### config.mk
export PLATFORM = sky130hd
export DESIGN_NAME = security_alert_sequencer
export DESIGN_NICKNAME = d
export VERILOG_FILES = /design/src/rtl/security_alert_sequencer.sv
export SDC_FILE = /design/constraint.sdc
export NUM_CORES = 1
export LEC_CHECK = 0
export ABC_AREA = 1
export CORE_ASPECT_RATIO = 1.5
export CORE_UTILIZATION = 47
export CTS_BUF_LIST = sky130_fd_sc_hd__clkbuf_2
export DETAILED_ROUTE_END_ITERATION = 16
export PLACE_DENSITY = 0.82
export REMOVE_ABC_BUFFERS = 1
export SYNTH_ARGS = -nofsm -noshare
export SYNTH_HDL_FRONTEND = slang
export SYNTH_SLANG_ARGS = --single-unit
export TNS_END_PERCENT = 50
### constraint.sdc
create_clock -name clk -period 1.8 [get_ports clk]
set_clock_uncertainty 0.1 [all_clocks]
set_input_delay 0.36 -clock clk [delete_from_list [all_inputs] [get_ports clk]]
set_output_delay 0.36 -clock clk [all_outputs]
set_load 0.02 [all_outputs]
### src/rtl/security_alert_sequencer.sv
// Alert dispatch controller: entry delay for intrusions, ordered app/email/SMS
// notifications over req/ack with timeout and retry, latched alarm and re-arm hold-off.
module security_alert_sequencer #(
  parameter int ENTRY_DELAY = 8,
  parameter int ACK_TIMEOUT = 16,
  parameter int MAX_RETRIES = 2,
  parameter int HOLDOFF     = 4
) (
  input  logic       clk,
  input  logic       rst,
  input  logic       armed,
  input  logic       intruder_detected,
  input  logic       system_compromised,
  input  logic       user_clear,
  output logic       app_req,
  input  logic       app_ack,
  output logic       email_req,
  input  logic       email_ack,
  output logic       sms_req,
  input  logic       sms_ack,
  output logic       alarm_active,
  output logic [1:0] cause,
  output logic [2:0] fail_flags
);

  localparam int MAX_AB = (ENTRY_DELAY > ACK_TIMEOUT) ? ENTRY_DELAY : ACK_TIMEOUT;
  localparam int MAX_T  = (MAX_AB > HOLDOFF) ? MAX_AB : HOLDOFF;
  localparam int TW     = $clog2(MAX_T + 1);
  localparam int RW     = (MAX_RETRIES > 0) ? $clog2(MAX_RETRIES + 1) : 1;

  localparam logic [TW-1:0] ENTRY_LOAD = TW'(ENTRY_DELAY - 1);
  localparam logic [TW-1:0] ACK_LOAD   = TW'(ACK_TIMEOUT - 1);
  localparam logic [TW-1:0] HOLD_LOAD  = TW'(HOLDOFF - 1);
  localparam logic [RW-1:0] RETRY_MAX  = RW'(MAX_RETRIES);

  typedef enum logic [2:0] {
    S_IDLE, S_ENTRY, S_DISP_APP, S_DISP_EMAIL, S_DISP_SMS, S_GAP, S_LATCHED, S_HOLDOFF
  } state_e;

  state_e          state_q, state_d;
  logic [1:0]      chan_q, chan_d;
  logic [TW-1:0]   timer_q, timer_d;
  logic [RW-1:0]   retry_q, retry_d;
  logic [1:0]      cause_q, cause_d;
  logic [2:0]      fail_q, fail_d;
  logic            app_req_q, email_req_q, sms_req_q, alarm_q;
  logic            app_req_d, email_req_d, sms_req_d, alarm_d;

  logic            start, adv, ack_sel;
  logic [1:0]      start_cause, live_cause;

  function automatic state_e disp_of(input logic [1:0] ch);
    case (ch)
      2'd0:    return S_DISP_APP;
      2'd1:    return S_DISP_EMAIL;
      default: return S_DISP_SMS;
    endcase
  endfunction

  assign live_cause = {system_compromised, armed & intruder_detected};

  always_comb begin
    case (chan_q)
      2'd0:    ack_sel = app_ack;
      2'd1:    ack_sel = email_ack;
      default: ack_sel = sms_ack;
    endcase
  end

  // NOTE: every variable gets a default before the case so no path leaves one unassigned (no latches).
  always_comb begin
    state_d     = state_q;
    chan_d      = chan_q;
    timer_d     = (timer_q != '0) ? timer_q - 1'b1 : '0;
    retry_d     = retry_q;
    cause_d     = cause_q;
    fail_d      = fail_q;
    start       = 1'b0;
    adv         = 1'b0;
    start_cause = 2'b00;

    case (state_q)
      S_IDLE: begin
        if (system_compromised) begin
          start       = 1'b1;
          start_cause = {1'b1, armed & intruder_detected};
        end else if (armed && intruder_detected) begin
          state_d = S_ENTRY;
          timer_d = ENTRY_LOAD;
        end
      end
      S_ENTRY: begin
        // A compromise during the entry delay dispatches at once, armed or not.
        if (system_compromised) begin
          start       = 1'b1;
          start_cause = {1'b1, armed & intruder_detected};
        end else if (!armed) begin
          state_d = S_IDLE;
        end else if (timer_q == '0) begin
          start       = 1'b1;
          start_cause = 2'b01;
        end
      end
      S_DISP_APP, S_DISP_EMAIL, S_DISP_SMS: begin
        cause_d = cause_q | live_cause;
        if (ack_sel)                adv     = 1'b1;
        else if (timer_q == '0)     state_d = S_GAP;
      end
      S_GAP: begin
        cause_d = cause_q | live_cause;
        if (retry_q < RETRY_MAX) begin
          retry_d = retry_q + 1'b1;
          state_d = disp_of(chan_q);
          timer_d = ACK_LOAD;
        end else begin
          fail_d[chan_q] = 1'b1;
          adv            = 1'b1;
        end
      end
      S_LATCHED: begin
        cause_d = cause_q | live_cause;
        if (user_clear) begin
          state_d = S_HOLDOFF;
          cause_d = 2'b00;
          timer_d = HOLD_LOAD;
        end
      end
      S_HOLDOFF: begin
        if (timer_q == '0) state_d = S_IDLE;
      end
      default: state_d = S_IDLE;
    endcase

    if (start) begin
      state_d = S_DISP_APP;
      chan_d  = 2'd0;
      retry_d = '0;
      timer_d = ACK_LOAD;
      cause_d = start_cause;
      fail_d  = 3'b000;
    end

    if (adv) begin
      retry_d = '0;
      timer_d = ACK_LOAD;
      if (chan_q == 2'd2) begin
        state_d = S_LATCHED;
      end else begin
        chan_d  = chan_q + 2'd1;
        state_d = disp_of(chan_q + 2'd1);
      end
    end
  end

  // Outputs are registered from the next state so they change on the same edge as the state.
  always_comb begin
    app_req_d   = (state_d == S_DISP_APP);
    email_req_d = (state_d == S_DISP_EMAIL);
    sms_req_d   = (state_d == S_DISP_SMS);
    alarm_d     = (state_d == S_DISP_APP) || (state_d == S_DISP_EMAIL) ||
                  (state_d == S_DISP_SMS) || (state_d == S_GAP) || (state_d == S_LATCHED);
  end

  // NOTE: sequential state uses non-blocking assignments so every flop samples pre-edge values.
  always_ff @(posedge clk or posedge rst) begin
    if (rst) begin
      state_q     <= S_IDLE;
      chan_q      <= 2'd0;
      timer_q     <= '0;
      retry_q     <= '0;
      cause_q     <= 2'b00;
      fail_q      <= 3'b000;
      app_req_q   <= 1'b0;
      email_req_q <= 1'b0;
      sms_req_q   <= 1'b0;
      alarm_q     <= 1'b0;
    end else begin
      state_q     <= state_d;
      chan_q      <= chan_d;
      timer_q     <= timer_d;
      retry_q     <= retry_d;
      cause_q     <= cause_d;
      fail_q      <= fail_d;
      app_req_q   <= app_req_d;
      email_req_q <= email_req_d;
      sms_req_q   <= sms_req_d;
      alarm_q     <= alarm_d;
    end
  end

  assign app_req      = app_req_q;
  assign email_req    = email_req_q;
  assign sms_req      = sms_req_q;
  assign alarm_active = alarm_q;
  assign cause        = cause_q;
  assign fail_flags   = fail_q;

endmodule

==> metrics.txt, run 1 <==
# TYPE chip_impl_metric gauge
chip_impl_metric{name="core_area",unit="mm²"} 0.00253
chip_impl_metric{name="clk_transition_reported_paths",unit="ns"} 0.19
chip_impl_metric{name="pin_count",unit=""} 18
chip_impl_metric{name="dpl.hpwl",unit="µm"} 2400
chip_impl_info{name="crit_type",value="register to register"} 1
chip_impl_metric{name="power.total",unit="W"} 0.00340
chip_impl_info{name="tritoncts",value="built"} 1
chip_impl_metric{name="antenna_violating_nets_post_route",unit=""} 0
chip_impl_info{name="clockRootBuffer",value="sky130_fd_sc_hd__clkbuf_2"} 1
chip_impl_metric{name="vdd_drop_max",unit="V"} 0.00127
chip_impl_metric{name="hold_viol_final",unit=""} 0
chip_impl_info{name="final_common_cell",value="sky130_fd_sc_hd__nand2_1"} 1
chip_impl_metric{name="wl_per_cell",unit="µm"} 14.0
chip_impl_info{name="kind_of_start_point_of_the_critical_path",value="register"} 1
chip_impl_metric{name="synthesized_area_fraction_occupied_by_ao_oa_aoi_and_oai_cells",unit="%"} 12.1
chip_impl_metric{name="power.density",unit="mW/mm²"} 1810
chip_impl_metric{name="layout.filler_cells",unit=""} 190
chip_impl_metric{name="count_of_tritonroute_iterations_in_the_first_routing_pass",unit=""} 4
chip_impl_metric{name="post_synth_instance_area",unit="mm²"} 0.00129
chip_impl_metric{name="grt_start_max_net_pins",unit=""} 22
chip_impl_metric{name="ff2ff_path_depth",unit=""} 12
chip_impl_info{name="timing.critical_path.cells",value="inv_2 -> ha_4 -> nand2_2 -> nand2_2 -> inv_2 -> nand2_4 -> a21oi_4 -> nand2_4 -> nor2_4 -> nor2_4 -> nand2_1 -> nand2_1"} 1
chip_impl_info{name="worst_hold_path_type",value="input pin to async pin"} 1
chip_impl_metric{name="die_y",unit="µm"} 66.2
chip_impl_metric{name="yosysWarningCount",unit=""} 0
chip_impl_metric{name="postLayoutCoreUtil",unit="%"} 73.9
chip_impl_metric{name="tritoncts.num_buffers",unit=""} 3
chip_impl_metric{name="worst_slew_pin_slew",unit="ns"} 0.427
chip_impl_metric{name="synthSimpleGateAreaFrac",unit="%"} 33.1
chip_impl_metric{name="syn-mean-instance-area",unit="µm²"} 7.47
chip_impl_metric{name="finalWorstPathRequiredPeriod",unit="ns"} 1.90
chip_impl_metric{name="slew_headroom",unit="%"} 71.2
chip_impl_metric{name="final_instance_count_without_filler_cells",unit=""} 259
chip_impl_info{name="cpMaxStageDelayCell",value="sky130_fd_sc_hd__dfrtp_1"} 1
chip_impl_metric{name="layout-area-overhead-vs-synth",unit="%"} 44.8
chip_impl_info{name="layout_common_cells",value="sky130_fd_sc_hd__nand2_1, sky130_fd_sc_hd__buf_4, sky130_fd_sc_hd__dfrtp_1, sky130_fd_sc_hd__nor2_1, sky130_fd_sc_hd__inv_1"} 1
chip_impl_metric{name="final_worst_path_setup_slack",unit="ns"} -0.0959
chip_impl_metric{name="cellLeakagePower",unit="nW"} 0.990
chip_impl_metric{name="count_of_h_tree_levels_built_during_cts",unit=""} 1
chip_impl_metric{name="dp_cells",unit=""} 247
chip_impl_metric{name="multiInputGateArea",unit="µm²"} 796
chip_impl_metric{name="num_vias",unit=""} 1364
chip_impl_metric{name="yosys.area_share.adder",unit="%"} 4.84
chip_impl_metric{name="post_route_wl",unit="µm"} 3640
chip_impl_metric{name="post_drt_via_cell_ratio",unit=""} 5.27
chip_impl_metric{name="critPathMaxFanout",unit=""} 5
chip_impl_metric{name="ff2ff_setup_slack",unit="ns"} -0.1
chip_impl_metric{name="timing.max_cap.violations",unit=""} 0
chip_impl_metric{name="floorplan.initialDensity",unit="%"} 51.0
chip_impl_metric{name="finalNetCount",unit=""} 238
chip_impl_metric{name="max_stage_delay",unit="ns"} 0.46
chip_impl_metric{name="initial_antenna_violation_count",unit=""} 0
chip_impl_metric{name="floorplan.die.width",unit="µm"} 44.8
chip_impl_info{name="regToRegEndpoint",value="alarm_active$_DFF_PP0_"} 1
chip_impl_metric{name="insertedDiodeCount",unit=""} 0
chip_impl_info{name="status",value="complete, but fails checks"} 1
chip_impl_info{name="grt_setup_unrepaired",value="true"} 1
chip_impl_metric{name="worst_ep_required_time",unit="ns"} 1.95
chip_impl_metric{name="synth_cells",unit=""} 173
chip_impl_metric{name="ys_ff_latch",unit=""} 21
chip_impl_metric{name="place.gp.congestion",unit=""} 0.905
chip_impl_metric{name="synth_xor_area_share",unit="%"} 2.03
chip_impl_metric{name="fmax",unit="MHz"} 527
chip_impl_metric{name="floorplan.rows",unit=""} 22
chip_impl_metric{name="worst_skew_pair.late_latency",unit="ns"} 0.33
chip_impl_metric{name="dpl_worst_slack",unit="ns"} -0.168
chip_impl_metric{name="clock_sinks",unit=""} 21
chip_impl_metric{name="ys_types",unit=""} 24
chip_impl_metric{name="grt.total_usage",unit="%"} 23.4
chip_impl_metric{name="grt_pass1_vias",unit=""} 1257
chip_impl_metric{name="synthMuxAreaShare",unit="%"} 0
chip_impl_metric{name="stdcell_area",unit="mm²"} 0.00187
chip_impl_metric{name="seq_area",unit="µm²"} 526
chip_impl_info{name="end_kind",value="register"} 1
chip_impl_metric{name="drc",unit=""} 0
chip_impl_metric{name="drive_above_1_share",unit="%"} 34.1
chip_impl_metric{name="yosysSeqAreaShare",unit="%"} 40.7
chip_impl_metric{name="timing_max_transition_violations_final",unit=""} 0
chip_impl_metric{name="cp.arrival",unit="ns"} 2.05
chip_impl_metric{name="dpl_cell_area",unit="mm²"} 0.00167
chip_impl_metric{name="cts_buffer_depth",unit=""} 2
chip_impl_metric{name="setup_viol_count_final",unit=""} 7
chip_impl_info{name="synth_top_family_by_area",value="simple AND/OR/NAND/NOR gates"} 1
chip_impl_metric{name="port_buffer_count",unit=""} 17
chip_impl_info{name="r2r-start",value="chan_q[0]$_DFF_PP0_"} 1
chip_impl_info{name="violations",value="negative setup slack"} 1
chip_impl_metric{name="post-route-period-util",unit="%"} 105
chip_impl_metric{name="drt-initial-drc-count",unit=""} 60
chip_impl_metric{name="dieArea",unit="mm²"} 0.00297
chip_impl_metric{name="grt_pass1_wl",unit="µm"} 5050
chip_impl_metric{name="gr-total-overflow",unit=""} 0
[cell families (layout without fill, tap and decap cells)]
kind of cell	count (synthesis)	after routing
compound gates	26	26
xor+xnor	3	3
fa+ha+maj	5	5
buf+inv	25	75
flops	21	21
simple gates	93	93
[state kept, by name, indices dropped and copies added (netlist names)]
name / flops
fail_flags: 3
app_req: 1
state_q: 3
chan_q: 2
cause: 2
retry_q: 2
alarm_active: 1
email_req: 1
timer_q: 5
sms_req: 1
[final cells by class]
class | count | share of cell area, %
Clock inverter | 1 | 0.267
Sequential cell | 21 | 28.1
Timing Repair Buffer | 46 | 20.9
Inverter | 25 | 5.01
Tap cell | 36 | 2.41
Multi-Input combinational cell | 127 | 42.5
Clock buffer | 3 | 0.802
[repair_timing]
action,in CTS,in global routing
resized for setup,14,28
pin swaps,4,19
hold buffers,0,0
buffers inserted,0,8
setup endpoints to repair,13,14
[synthesized netlist by cell type]
cell type	count	area, µm²
sky130_fd_sc_hd__o22ai_1	1	6.26
sky130_fd_sc_hd__nor2_8	1	20.0
sky130_fd_sc_hd__dfrtp_1	21	526
sky130_fd_sc_hd__a21oi_4	1	16.3
sky130_fd_sc_hd__o21ai_0	12	60.1
sky130_fd_sc_hd__nand3_1	11	55.1
sky130_fd_sc_hd__nand4_1	2	12.5
sky130_fd_sc_hd__o21ai_1	1	5.00
sky130_fd_sc_hd__nor2_1	22	82.6
sky130_fd_sc_hd__nor2_4	2	22.5
sky130_fd_sc_hd__o211ai_1	3	22.5
sky130_fd_sc_hd__a21oi_1	6	30.0
sky130_fd_sc_hd__a21oi_2	1	8.76
sky130_fd_sc_hd__xor2_1	3	26.3
sky130_fd_sc_hd__nand3b_1	1	7.51
sky130_fd_sc_hd__inv_2	6	22.5
sky130_fd_sc_hd__nand3_2	1	10.0
sky130_fd_sc_hd__nand2_1	45	169
sky130_fd_sc_hd__nor2_2	3	18.8
sky130_fd_sc_hd__nand2_2	4	25.0
sky130_fd_sc_hd__ha_1	5	62.6
sky130_fd_sc_hd__nor3_1	1	5.00
sky130_fd_sc_hd__o31ai_1	1	7.51
sky130_fd_sc_hd__inv_1	19	71.3
[stage by stage]
step / hold WS [ns] / setup TNS, ns
final: 0.224 / -0.385
after global placement: 0.357 / -0.534
after detailed placement: 0.391 / -0.968
after CTS: 0.241 / -0.0272
after floorplan: 0.237 / 0
after global routing: 0.248 / -1.37
[power by group]
group          internal [W]  total [W]  switching (W)
registers          0.000652   0.000815       0.000163
logic               0.00103    0.00238        0.00135
clock network     0.0000503   0.000197       0.000146
[how the worst max path moves through the flow]
| stage | start | endpoint |
|---|---|---|
| finish | chan_q[0]$_DFF_PP0_ | alarm_active$_DFF_PP0_ |
| global route | chan_q[0]$_DFF_PP0_ | alarm_active$_DFF_PP0_ |
| CTS | chan_q[0]$_DFF_PP0_ | alarm_active$_DFF_PP0_ |
| detailed placement | app_ack | alarm_active$_DFF_PP0_ |
| global placement | app_ack | alarm_active$_DFF_PP0_ |
| floorplan | timer_q[0]$_DFF_PP0_ | alarm_active$_DFF_PP0_ |
[worst max-delay path, delay by kind of cell (launching register included)]
kind / cells / cell delay [ns]
compound gates: 1 / 0.25
simple gates: 8 / 0.66
fa+ha+maj: 1 / 0.19
flops: 1 / 0.46
buf+inv: 2 / 0.16
[metal layers]
metal  share of wire (%)  vias up  track usage (%)  wire length, µm
met4                 5.6        0             11.7              204
met5                   0        -                0                0
li1                    -      656                -                -
met2                  53       52             45.4             1930
met3                 3.5       24             2.46              127
met1                  38      632             23.2             1380
Power figures use the tool's default switching activity.
==> run 2, diff against run 1 <==
Settings changed: CORE_UTILIZATION 47 to 51, PLACE_DENSITY 0.82 to 0.87, TNS_END_PERCENT 50 to 1.
==> run 2 against run 1 <==
  * The run still ends with negative setup slack left
  * Core utilization grew 2.7 points
  * Clock-buffer cell count unchanged
  * Register-to-register slack worse by 0.04 ns
  * Largest power group unchanged
  * Worst setup slack worse by 0.038 ns
  * Routed wire length is 2.4% higher
  * Final cell count decreased by 5.4%
==> metrics.txt, run 2 (synthesis gave the netlist of run 1 again) <==
# TYPE chip_impl_metric gauge
chip_impl_metric{name="layout.filler_cells",unit=""} 171
chip_impl_metric{name="die_y",unit="µm"} 63.7
chip_impl_metric{name="layout-area-overhead-vs-synth",unit="%"} 43.7
chip_impl_metric{name="timing_max_transition_violations_final",unit=""} 0
chip_impl_metric{name="floorplan.initialDensity",unit="%"} 53.4
chip_impl_metric{name="cp.arrival",unit="ns"} 2.12
chip_impl_metric{name="largest_reg_flops",unit=""} 5
chip_impl_metric{name="dpl_worst_slack",unit="ns"} -0.197
chip_impl_metric{name="final_worst_path_setup_slack",unit="ns"} -0.134
chip_impl_metric{name="gr-total-overflow",unit=""} 0
chip_impl_metric{name="vdd_drop_max",unit="V"} 0.00138
chip_impl_info{name="worst_hold_path_type",value="input pin to async pin"} 1
chip_impl_metric{name="slew_headroom",unit="%"} 76.2
chip_impl_metric{name="hold-worst-slack",unit="ns"} 0.196
chip_impl_metric{name="clk_transition_reported_paths",unit="ns"} 0.23
chip_impl_info{name="violations",value="negative setup slack"} 1
chip_impl_metric{name="count_of_h_tree_levels_built_during_cts",unit=""} 1
chip_impl_metric{name="drt-initial-drc-count",unit=""} 53
chip_impl_info{name="kind_of_start_point_of_the_critical_path",value="register"} 1
chip_impl_metric{name="dpl.hpwl",unit="µm"} 2550
chip_impl_metric{name="hold_viol_final",unit=""} 0
chip_impl_metric{name="drc",unit=""} 0
chip_impl_metric{name="final_instance_count_without_filler_cells",unit=""} 245
chip_impl_metric{name="fin_tns_setup",unit="ns"} -0.395
chip_impl_metric{name="initial_antenna_violation_count",unit=""} 0
chip_impl_metric{name="place.gp.congestion",unit=""} 0.992
chip_impl_metric{name="insertedDiodeCount",unit=""} 0
chip_impl_metric{name="stdcell_area",unit="mm²"} 0.00186
chip_impl_metric{name="post-route-period-util",unit="%"} 107
chip_impl_metric{name="power.density",unit="mW/mm²"} 1840
chip_impl_info{name="end_kind",value="register"} 1
chip_impl_metric{name="num_vias",unit=""} 1332
chip_impl_info{name="registers.top_by_ff_count",value="timer_q"} 1
chip_impl_metric{name="floorplan.die.width",unit="µm"} 43.1
chip_impl_metric{name="cts_buffer_depth",unit=""} 2
chip_impl_metric{name="worst_slew_pin_slew",unit="ns"} 0.353
chip_impl_info{name="status",value="complete, but fails checks"} 1
chip_impl_metric{name="dieArea",unit="mm²"} 0.00274
chip_impl_metric{name="antenna_violating_nets_post_route",unit=""} 0
chip_impl_metric{name="finalNetCount",unit=""} 236
chip_impl_metric{name="finalWorstPathRequiredPeriod",unit="ns"} 1.93
chip_impl_metric{name="grt_pass1_vias",unit=""} 1330
chip_impl_metric{name="grt_pass1_wl",unit="µm"} 5510
chip_impl_info{name="crit_type",value="register to register"} 1
chip_impl_metric{name="worst_ep_required_time",unit="ns"} 1.98
chip_impl_metric{name="fmax",unit="MHz"} 517
chip_impl_metric{name="pin_count",unit=""} 18
chip_impl_metric{name="dp_cells",unit=""} 234
chip_impl_metric{name="post_route_wl",unit="µm"} 3720
chip_impl_metric{name="grt.total_usage",unit="%"} 26.6
chip_impl_info{name="grt_setup_unrepaired",value="true"} 1
chip_impl_metric{name="setup_viol_count_final",unit=""} 6
chip_impl_metric{name="timing.max_cap.violations",unit=""} 0
chip_impl_metric{name="count_of_tritonroute_iterations_in_the_first_routing_pass",unit=""} 5
chip_impl_metric{name="core_area",unit="mm²"} 0.00242
chip_impl_info{name="final_common_cell",value="sky130_fd_sc_hd__nand2_1"} 1
chip_impl_metric{name="multiInputGateArea",unit="µm²"} 813
chip_impl_info{name="clockRootBuffer",value="sky130_fd_sc_hd__clkbuf_2"} 1
chip_impl_info{name="tritoncts",value="built"} 1
chip_impl_metric{name="cts.hold.buffers_added",unit=""} 0
chip_impl_metric{name="clock_sinks",unit=""} 21
chip_impl_metric{name="post_drt_via_cell_ratio",unit=""} 5.44
chip_impl_metric{name="port_buffer_count",unit=""} 17
chip_impl_metric{name="cellLeakagePower",unit="nW"} 0.954
chip_impl_metric{name="tritoncts.num_buffers",unit=""} 3
chip_impl_metric{name="wl_per_cell",unit="µm"} 15.2
chip_impl_metric{name="seq_area",unit="µm²"} 528
chip_impl_metric{name="critPathMaxFanout",unit=""} 5
chip_impl_metric{name="worst_skew_pair.late_latency",unit="ns"} 0.35
chip_impl_metric{name="dpl_cell_area",unit="mm²"} 0.00164
chip_impl_metric{name="drive_above_1_share",unit="%"} 35.7
chip_impl_info{name="layout_common_cells",value="sky130_fd_sc_hd__nand2_1, sky130_fd_sc_hd__buf_4, sky130_fd_sc_hd__nor2_1, sky130_fd_sc_hd__dfrtp_1, sky130_fd_sc_hd__nand2_2"} 1
chip_impl_metric{name="grt_start_max_net_pins",unit=""} 22
chip_impl_metric{name="floorplan.rows",unit=""} 22
run 2: cell count changes in the layout (fill, tap and decap cells not counted), sizes merged:
cell	delta
buf	-2
dlygate4sd2	+2
dlymetal6s2s	-2
run 2: final timing paths:
path | startpoint | endpoint | slack, ns | cells past startpoint
worst max register to register | chan_q[0]$_DFF_PP0_ | sms_req$_DFF_PP0_ | -0.13 | 11
worst min register to register | timer_q[0]$_DFF_PP0_ | timer_q[0]$_DFF_PP0_ | 0.43 | 1
max in group asynchronous | rst | state_q[1]$_DFF_PP0_ | 1.15 | 3
min in group clk | timer_q[0]$_DFF_PP0_ | timer_q[0]$_DFF_PP0_ | 0.43 | 1
worst max-delay path | chan_q[0]$_DFF_PP0_ | sms_req$_DFF_PP0_ | -0.13 | 11
worst min-delay path | rst | state_q[0]$_DFF_PP0_ | 0.20 | 3
run 2: where the power goes:
| group | total [W] | internal (W) | switching, W | leakage [nW] |
|---|---|---|---|---|
| logic | 0.00238 | 0.00100 | 0.00138 | 0.681 |
| clock network | 0.000210 | 0.0000504 | 0.000159 | 0.0164 |
| registers | 0.000830 | 0.000657 | 0.000174 | 0.256 |
run 2: what timing repair did:
item	in CTS	in global routing
gates resized for setup	15	33
pin swaps	1	16
buffers inserted	1	6
endpoints found under the setup margin	16	15
run 2: layout make-up:
cell class / instances / share of cell area (%)
inverters: 25 / 5.19
well taps: 24 / 1.62
clock inverters: 1 / 0.270
flip-flops and latches: 21 / 28.4
repair buffers: 44 / 19.9
multi-input cells: 127 / 43.8
clock buffers: 3 / 0.809
run 2: through the flow:
stage / total power [W] / utilization (%)
6_report: 0.00342 / 76.7
5_1_grt: 0.00364 / 76.7
4_1_cts: 0.00296 / 70.0
3_5_place_dp: 0.00266 / 67.8
3_3_place_gp: 0.00257 / 67.8
2_1_floorplan: 0.00197 / -
run 2: per-layer routing:
layer	GRT usage [%]	wire length [µm]	up-vias	share of wire (%)
li1	-	-	648	-
met1	26.1	1420	622	38
met2	51.1	2020	47	54
met3	4.01	137	15	3.7
met4	12.1	147	0	3.9
met5	0	0	-	0
run 2: critical path: stages, from the launching register on:
cell and delay (ns):
sky130_fd_sc_hd__dfrtp_1 0.46, sky130_fd_sc_hd__inv_2 0.07, sky130_fd_sc_hd__ha_4 0.18, sky130_fd_sc_hd__nand2_2 0.07, sky130_fd_sc_hd__nand2_2 0.07, sky130_fd_sc_hd__inv_4 0.08, sky130_fd_sc_hd__nand2_4 0.06, sky130_fd_sc_hd__a21oi_4 0.26
sky130_fd_sc_hd__nand2_4 0.11, sky130_fd_sc_hd__o21ai_0 0.22, sky130_fd_sc_hd__nand3_1 0.11, sky130_fd_sc_hd__nor2_1 0.09
==> run 3, diff against run 2 <==
Settings changed: CORE_MARGIN set to 3.
==> run 3 against run 2 <==
  * The run still ends with negative setup slack left
  * Clock-buffer cell count did not move
  * Worst hold slack got worse by 0.019 ns
  * Via count up 2.3%
  * Flip-flop and latch count is the same
  * Core utilization up 1.9 points
  * Highest routed layer unchanged
==> metrics.txt, run 3 (synthesis gave the netlist of run 1 again) <==
# TYPE chip_impl_metric gauge
chip_impl_metric{name="post_drt_via_cell_ratio",unit=""} 5.68
chip_impl_metric{name="hold_viol_final",unit=""} 0
chip_impl_metric{name="grt_start_max_net_pins",unit=""} 22
chip_impl_metric{name="worst_skew_pair.late_latency",unit="ns"} 0.37
chip_impl_metric{name="core_area",unit="mm²"} 0.00231
chip_impl_info{name="clockRootBuffer",value="sky130_fd_sc_hd__clkbuf_2"} 1
chip_impl_metric{name="stdcell_area",unit="mm²"} 0.00182
chip_impl_metric{name="pin_count",unit=""} 18
chip_impl_info{name="layout_common_cells",value="sky130_fd_sc_hd__nand2_1, sky130_fd_sc_hd__buf_4, sky130_fd_sc_hd__dfrtp_1, sky130_fd_sc_hd__nor2_1, sky130_fd_sc_hd__inv_1"} 1
chip_impl_info{name="registers.top_by_ff_count",value="timer_q"} 1
chip_impl_info{name="crit_start",value="chan_q[0]$_DFF_PP0_"} 1
chip_impl_info{name="tritoncts",value="built"} 1
chip_impl_metric{name="power.density",unit="mW/mm²"} 1970
chip_impl_metric{name="gr-total-overflow",unit=""} 0
chip_impl_metric{name="cts_buffer_depth",unit=""} 2
chip_impl_metric{name="worst_slew_pin_slew",unit="ns"} 0.367
chip_impl_metric{name="cts.hold.buffers_added",unit=""} 0
chip_impl_metric{name="drt-initial-drc-count",unit=""} 57
chip_impl_metric{name="drive_above_1_share",unit="%"} 33.2
chip_impl_metric{name="power.share.switching",unit="%"} 50.4
chip_impl_metric{name="insertedDiodeCount",unit=""} 0
chip_impl_metric{name="count_of_h_tree_levels_built_during_cts",unit=""} 1
chip_impl_metric{name="clock_sinks",unit=""} 21
chip_impl_metric{name="drc",unit=""} 0
chip_impl_info{name="timing.critical_path.cells",value="inv_2 -> ha_4 -> nand2_1 -> nand2_1 -> inv_2 -> nand2_4 -> nand2_1 -> nand2_2 -> nor2_4 -> nand3_2 -> nand2_2 -> nand2_2 -> nand2_1 -> nand2_1"} 1
chip_impl_metric{name="critPathMaxFanout",unit=""} 4
chip_impl_info{name="end_kind",value="register"} 1
chip_impl_info{name="violations",value="negative setup slack"} 1
chip_impl_metric{name="port_buffer_count",unit=""} 17
chip_impl_info{name="final_common_cell",value="sky130_fd_sc_hd__nand2_1"} 1
chip_impl_metric{name="clk_transition_reported_paths",unit="ns"} 0.22
chip_impl_metric{name="hold-worst-slack",unit="ns"} 0.177
chip_impl_metric{name="floorplan.die.width",unit="µm"} 47.1
chip_impl_metric{name="finalNetCount",unit=""} 232
chip_impl_metric{name="dpl_cell_area",unit="mm²"} 0.00161
chip_impl_metric{name="place.gp.congestion",unit=""} 0.898
chip_impl_metric{name="vdd_drop_max",unit="V"} 0.00142
chip_impl_metric{name="dpl.hpwl",unit="µm"} 2460
chip_impl_metric{name="seq_area",unit="µm²"} 528
chip_impl_metric{name="ff2ff_setup_slack",unit="ns"} -0.19
chip_impl_info{name="setup.worst_path.end",value="alarm_active$_DFF_PP0_"} 1
chip_impl_metric{name="largest_reg_flops",unit=""} 5
chip_impl_metric{name="layout-area-overhead-vs-synth",unit="%"} 40.6
chip_impl_info{name="r2r-start",value="chan_q[0]$_DFF_PP0_"} 1
chip_impl_info{name="kind_of_start_point_of_the_critical_path",value="register"} 1
chip_impl_metric{name="post-route-period-util",unit="%"} 111
chip_impl_metric{name="critical_path_cell_count",unit=""} 14
chip_impl_metric{name="dieArea",unit="mm²"} 0.00319
chip_impl_metric{name="power.share.combinational",unit="%"} 70.8
chip_impl_info{name="kind_of_cell_adding_the_most_delay_to_the_critical_path",value="simple AND/OR/NAND/NOR gates"} 1
chip_impl_metric{name="final_worst_path_setup_slack",unit="ns"} -0.192
chip_impl_metric{name="antenna_violating_nets_post_route",unit=""} 0
chip_impl_metric{name="grt.total_usage",unit="%"} 25.5
chip_impl_metric{name="floorplan.rows",unit=""} 21
chip_impl_metric{name="setup_viol_count_final",unit=""} 12
chip_impl_info{name="crit_type",value="register to register"} 1
chip_impl_metric{name="power.switching",unit="W"} 0.00180
chip_impl_metric{name="cellLeakagePower",unit="nW"} 0.987
chip_impl_metric{name="wl_per_cell",unit="µm"} 16.5
chip_impl_metric{name="num_vias",unit=""} 1362
chip_impl_metric{name="layout.filler_cells",unit=""} 153
chip_impl_metric{name="fmax",unit="MHz"} 502
chip_impl_metric{name="p_int",unit="W"} 0.00177
chip_impl_metric{name="ff2ff_path_depth",unit=""} 14
chip_impl_metric{name="die_y",unit="µm"} 67.7
chip_impl_info{name="cpMaxStageDelayCell",value="sky130_fd_sc_hd__dfrtp_1"} 1
chip_impl_metric{name="grt_pass1_wl",unit="µm"} 5690
chip_impl_metric{name="grt_pass1_vias",unit=""} 1295
chip_impl_metric{name="finalWorstPathRequiredPeriod",unit="ns"} 1.99
chip_impl_info{name="status",value="complete, but fails checks"} 1
chip_impl_metric{name="tritoncts.num_buffers",unit=""} 3
chip_impl_metric{name="clkPwrFrac",unit="%"} 6.2
chip_impl_metric{name="count_of_tritonroute_iterations_in_the_first_routing_pass",unit=""} 4
chip_impl_metric{name="multiInputGateArea",unit="µm²"} 779
chip_impl_metric{name="max_stage_delay",unit="ns"} 0.47
chip_impl_metric{name="cp.arrival",unit="ns"} 2.16
chip_impl_info{name="grt_setup_unrepaired",value="true"} 1
chip_impl_metric{name="timing.max_cap.violations",unit=""} 0
chip_impl_metric{name="worst_ep_required_time",unit="ns"} 1.97
chip_impl_metric{name="buffers_inverters_on_critical_path",unit=""} 2
chip_impl_metric{name="initial_antenna_violation_count",unit=""} 0
chip_impl_metric{name="post_route_wl",unit="µm"} 3960
chip_impl_metric{name="slew_headroom",unit="%"} 75.3
chip_impl_metric{name="floorplan.initialDensity",unit="%"} 55.9
chip_impl_metric{name="share_of_total_power_in_sequential_cells",unit="%"} 23.1
chip_impl_info{name="worst_hold_path_type",value="input pin to async pin"} 1
chip_impl_info{name="cell_occurring_most_often_along_the_worst_timing_path",value="sky130_fd_sc_hd__nand2_1"} 1
chip_impl_metric{name="timing_max_transition_violations_final",unit=""} 0
chip_impl_info{name="regToRegEndpoint",value="alarm_active$_DFF_PP0_"} 1
[run 3: worst reg2reg max path, stage by stage (launching register included)]
cell and delay (ns):
sky130_fd_sc_hd__dfrtp_1 0.47, sky130_fd_sc_hd__inv_2 0.09, sky130_fd_sc_hd__ha_4 0.19, sky130_fd_sc_hd__nand2_1 0.08, sky130_fd_sc_hd__nand2_1 0.07, sky130_fd_sc_hd__inv_2 0.09
sky130_fd_sc_hd__nand2_4 0.06, sky130_fd_sc_hd__nand2_1 0.09, sky130_fd_sc_hd__nand2_2 0.09, sky130_fd_sc_hd__nor2_4 0.14, sky130_fd_sc_hd__nand3_2 0.09, sky130_fd_sc_hd__nand2_2 0.11
sky130_fd_sc_hd__nand2_2 0.07, sky130_fd_sc_hd__nand2_1 0.07, sky130_fd_sc_hd__nand2_1 0.08
[run 3: worst min-delay path by stage]
stage | end | from | cells after the start
global placement | timer_q[0]$_DFF_PP0_ | timer_q[0]$_DFF_PP0_ | 1
finish | cause[0]$_DFFE_PP0P_ | rst | 3
floorplan | alarm_active$_DFF_PP0_ | rst | 1
global route | sms_req$_DFF_PP0_ | rst | 3
CTS | timer_q[2]$_DFF_PP0_ | rst | 3
detailed placement | timer_q[0]$_DFF_PP0_ | timer_q[0]$_DFF_PP0_ | 1
[run 3: power by group through the flow]
| stage | clock network [W] | logic (W) | registers (W) |
|---|---|---|---|
| final | 0.000220 | 0.00253 | 0.000824 |
| after global routing | 0.000237 | 0.00272 | 0.000840 |
| after CTS | 0.000201 | 0.00216 | 0.000804 |
| after detailed placement | 0 | 0.00182 | 0.000806 |
| after global placement | 0 | 0.00174 | 0.000800 |
| after floorplan | 0 | 0.00112 | 0.000852 |
[run 3: layout make-up]
cell class / instances / area share [%]
clock buffers: 3 / 0.826
clock inverters: 1 / 0.275
inverters: 25 / 5.17
multi-input cells: 127 / 42.9
flip-flops and latches: 21 / 29.1
well taps: 23 / 1.58
repair buffers: 40 / 20.2
[run 3: stage by stage]
step | setup WS (ns) | std cells | TNS (ns) | utilization, % | total power (W)
6_report | -0.192 | 240 | -0.905 | 78.6 | 0.00357
5_1_grt | -0.252 | 240 | -1.69 | 78.6 | 0.00380
4_1_cts | -0.0269 | 237 | -0.0671 | 76.2 | 0.00316
3_5_place_dp | -0.205 | 229 | -1.41 | 69.7 | 0.00262
3_3_place_gp | -0.139 | 229 | -0.912 | 69.7 | 0.00254
2_1_floorplan | 0.0475 | 173 | 0 | - | 0.00197
[run 3: routing by layer]
| layer | share of wire, % | wire length [µm] | GRT usage, % |
|---|---|---|---|
| met1 | 35 | 1380 | 26.5 |
| met2 | 55 | 2190 | 47.3 |
| met3 | 4.2 | 168 | 4.27 |
| met4 | 5.6 | 220 | 11.1 |
| met5 | 0 | 0 | 0 |
[run 3: timing repair]
item | 4_1_cts | 5_1_grt
setup endpoints to repair | 15 | 18
pin swaps | 6 | 6
hold endpoints to repair | 0 | 0
resized for setup | 32 | 15
cloned | 0 | 0
setup buffers | 4 | 3
==> RTL edit 1, RTL diff (settings of run 2) <==
Change the parameter `ENTRY_DELAY` from 8 to 16.
--- a/src/rtl/security_alert_sequencer.sv
+++ b/src/rtl/security_alert_sequencer.sv
@@ -1,7 +1,7 @@
 // Alert dispatch controller: entry delay for intrusions, ordered app/email/SMS
 // notifications over req/ack with timeout and retry, latched alarm and re-arm hold-off.
 module security_alert_sequencer #(
-  parameter int ENTRY_DELAY = 8,
+  parameter int ENTRY_DELAY = 16,
   parameter int ACK_TIMEOUT = 16,
   parameter int MAX_RETRIES = 2,
   parameter int HOLDOFF     = 4
Behaviour: not the same (a bounded check fails within 10 cycles, from zero or initial values and one cycle with rst high).
==> RTL edit 1 against run 2 <==
The flow still finishes with violations (setup timing); sequential cell count unchanged; final cell count decreased by 6.9%; wire length decreased by 16%; total power decreased by 16%; worst setup slack improved by 0.089 ns; synthesized area decreased by 5.3%; cell area decreased by 8.2%; critical endpoint is now state_q[0].
==> RTL edit 1: results (changes against run 2) <==
sta:
  setup_viol: 5  # -1
  layout_setup_ws_ns: -0.0457  # +0.0887 ns
detailed_routing:
  drtIter0Drc: 49  # -7.5%
  wirelength_um: 3130  # -16%
  vias_per_cell: 5.41  # -0.45%
  wire_per_inst_um: 13.7  # -9.8%
yosys:
  ys_types: 22  # -8.3%
  synth_compound_area_frac: 0.150  # +0.0293
  syn_area_per_cell_sq_um: 7.55  # +1.1%
  synthTopCellsByCount: "nand2_1 (41), dfrtp_1 (21), inv_1 (21)"
  synthXorXnorAreaFrac: 0  # -0.0203
  yosys-top-cells-area: "dfrtp_1 (43%), nand2_1 (13%), inv_1 (6.4%)"
run_status:
  status: "complete, but fails checks"
  violations: "setup timing"
cells_and_area:
  fill_cells: 158  # -7.6%
  layout.nets: 220  # -6.8%
setup_path:
  rr_endpoint: "state_q[0]"
  reg2reg_from: "state_q[1]"
  reg2regPathDepth: 10  # -1
grt:
  grt_pass1_wl_um: 4550  # -17%
  grt_pass1_vias: 1122  # -16%
pwr:
  vdd_ir_drop_max_uv: 1360  # -1.1%
  p_leak_nw: 0.924  # -3.1%
cts:
  path_clk_slew_ns: 0.20  # -0.03 ns
placement:
  dpl.hpwl_um: 2190  # -14%
  gp_congestion: 0.942  # -5.0%
==> RTL edit 1: cell families after synthesis <==
group | after synthesis
flops | 21
fa+ha+maj | 5
simple gates | 81
buf+inv | 25
compound gates | 30
==> RTL edit 1: worst max-delay path by stage <==
| stage | startpoint | end |
|---|---|---|
| 2_1_floorplan | timer_q[0] | alarm_active |
| 3_3_place_gp | system_compromised | email_req |
| 3_5_place_dp | armed | alarm_active |
| 4_1_cts | chan_q[1] | app_req |
| 5_1_grt | chan_q[0] | alarm_active |
| 6_report | state_q[1] | state_q[0] |
==> RTL edit 1: stage by stage <==
stage                util  instance area [sq um]  setup WS (ns)
global placement    0.679                   1540         -0.138
floorplan               -                   1220         0.0547
CTS                 0.699                   1580        -0.0252
global route        0.754                   1700         -0.167
finish              0.754                   1700        -0.0457
detailed placement  0.679                   1540         -0.164
==> RTL edit 1: area by class of cell <==
class,count,area [sq um],share of cell area
Clock inverter,1,5.00,0.00294
Sequential cell,21,526,0.308
Multi-Input combinational cell,116,688,0.404
Clock buffer,3,15.0,0.00881
Inverter,25,93.8,0.0551
Tap cell,23,28.8,0.0169
Timing Repair Buffer,39,348,0.204
==> RTL edit 1: per-layer routing <==
metal | GRT usage | vias up | wire length, um
met5 | 0 | - | 0
met2 | 0.473 | 44 | 1740
met4 | 0.115 | 0 | 60
li1 | - | 604 | -
met1 | 0.243 | 579 | 1180
met3 | 0.0173 | 7 | 148
==> RTL edit 1: where the power goes <==
part / switching [mW] / total (mW) / internal (mW)
clock network: 0.154 / 0.205 / 0.0503
logic: 1.07 / 1.90 / 0.832
registers: 0.129 / 0.769 / 0.641
==> RTL edit 1: repair_timing <==
| action | 4_1_cts | 5_1_grt |
|---|---|---|
| setup endpoints to repair | 10 | 22 |
| pin swaps | 5 | 12 |
| setup buffers | 2 | 5 |
| gates resized for setup | 8 | 27 |
==> RTL edit 1: critical path, stage by stage, from the launching register on <==
cell and delay (ns):
dfrtp_1 0.50, inv_2 0.10, nand3_1 0.20, nor2_4 0.24, inv_1 0.08, nand2_2 0.09, nor3_2 0.04, nand2_1 0.08
nand2_2 0.08, buf_4 0.14, buf_4 0.12
==> RTL edit 2, RTL diff (flow settings as in run 2) <==
Without the edit above. Encoding of `state_e`: now one-hot (8 bits for 8 states).
--- a/src/rtl/security_alert_sequencer.sv
+++ b/src/rtl/security_alert_sequencer.sv
@@ -33,8 +33,8 @@
   localparam logic [TW-1:0] HOLD_LOAD  = TW'(HOLDOFF - 1);
   localparam logic [RW-1:0] RETRY_MAX  = RW'(MAX_RETRIES);
 
-  typedef enum logic [2:0] {
-    S_IDLE, S_ENTRY, S_DISP_APP, S_DISP_EMAIL, S_DISP_SMS, S_GAP, S_LATCHED, S_HOLDOFF
+  typedef enum logic [7:0] {
+    S_IDLE = 8'b00000001, S_ENTRY = 8'b00000010, S_DISP_APP = 8'b00000100, S_DISP_EMAIL = 8'b00001000, S_DISP_SMS = 8'b00010000, S_GAP = 8'b00100000, S_LATCHED = 8'b01000000, S_HOLDOFF = 8'b10000000
   } state_e;
 
   state_e          state_q, state_d;
Function: no difference found for any inputs over 10 cycles, from zero or initial values and one cycle with rst high; not proved beyond that.
==> RTL edit 2 against run 2 <==
Worst setup slack improved by 0.18 ns; wire length rose by 0.46%; clock power rose by 3%; first-iteration DRC count rose by 57%; via count rose by 17%; die area rose by 26%; cell area rose by 11%; non-clock buffer count fell by 8; synthesized area rose by 27%; total power fell by 18%; sequential cell count rose by 5; critical endpoint is now alarm_active; largest cell class unchanged; largest power group unchanged.
==> RTL edit 2: results (changes against run 2) <==
run_status:
  status: "complete, no violations"
placement:
  dpl_cell_area_sq_mm: 0.00197  # +20%
  place_ws_ns: -0.0718  # +0.125 ns
  dpl.hpwl_um: 2910  # +14%
  dp.cells: 294  # +26%
  gp_congestion: 0.885  # -11%
yosys:
  ys_seq_area_frac: 0.396  # -0.0107
  synthTopCellsByCount: "nand2_1 (59), nor2_1 (29), inv_1 (28)"
  yosys-top-cells-area: "dfrtp_1 (38%), nand2_1 (13%), nor2_1 (6.6%)"
  ys_types: 28  # +17%
  syn_area_per_cell_sq_um: 7.35  # -1.6%
detailed_routing:
  vias_per_cell: 5.15  # -5.3%
  dr.max_layer_used: "met4"
  wl_met2_um: 1940  # -4.1%
  drtIter0Drc: 83  # +57%
  wl_met1_um: 1530  # +7.8%
  wl_met3_um: 203  # +48%
setup_path:
  reg2reg_from: "state_q[4]"
  crit_end: "alarm_active"
  crit_fanout: 6  # +1
  rr_endpoint: "alarm_active"
  reg2reg_slack_ns: 0.05  # +0.18 ns
  reg2regPathDepth: 13  # +2
  crit_arrival_ns: 1.93  # -0.19 ns
grt:
  grt_pass1_wl_um: 6200  # +12%
  gr-usage-met2: 0.432  # -0.0793
  grt_pass1_vias: 1490  # +12%
  grt_start_max_net_pins: 27  # +23%
  gr-usage-met1: 0.267  # +0.00622
  track_usage: 0.229  # -0.0366
  grt_util_met3: 0.0149  # -0.0253
pwr:
  vdd_ir_drop_max_uv: 854  # -38%
  switchingPower_mw: 1.32  # -23%
  powerSeq_mw: 0.886  # +6.7%
  powerComb_mw: 1.69  # -29%
  p_leak_nw: 1.19  # +25%
sta:
  fmax_mhz: 571  # +10%
  holdWs_ns: 0.213  # +0.0176 ns
  tightest_slew_ns: 0.329  # -0.0237 ns
cts:
  root_buffer: "clkbuf_2"
min_path:
  hold_path_class: "primary input to asynchronous set/reset pin"
cells_and_area:
  drive_above_1_share: 0.239  # -0.119
  largest_reg_flops: 8  # +3
  fill_cells: 246  # +44%
-- RTL edit 2: changes by cell type in the layout (fill, tap and decap cells not counted), moves of 6 or more --
cell     before  now
inv_1        14   26
nand2_1      31   56
nor2_1       20   27
buf_4        27   18
nand2_2      15    9
-- RTL edit 2: final cells by class --
type / instances / area [sq um] / share of cell area
clock buffer: 3 / 15.0 / 0.00726
clock inverter: 1 / 3.75 / 0.00181
inverter: 36 / 148 / 0.0713
multi-input combinational: 162 / 885 / 0.427
sequential: 26 / 653 / 0.316
tap: 39 / 48.8 / 0.0236
timing repair buffer: 36 / 317 / 0.153
-- RTL edit 2: timing repair --
item                                   CTS  global route
setup buffers                            0             5
pin swaps                                0             6
resized for setup                        6            20
setup endpoints to repair                6            15
endpoints found under the hold margin    0             0
-- RTL edit 2: cells by family (layout without fill, tap and decap cells) --
logic type      count (synthesis)  in the layout  synth area share
simple gates                  135            135             0.418
compound gates                 25             25            0.0843
buf+inv                        36             76            0.0866
flops                          26             26             0.396
fa+ha+maj                       2              2            0.0152
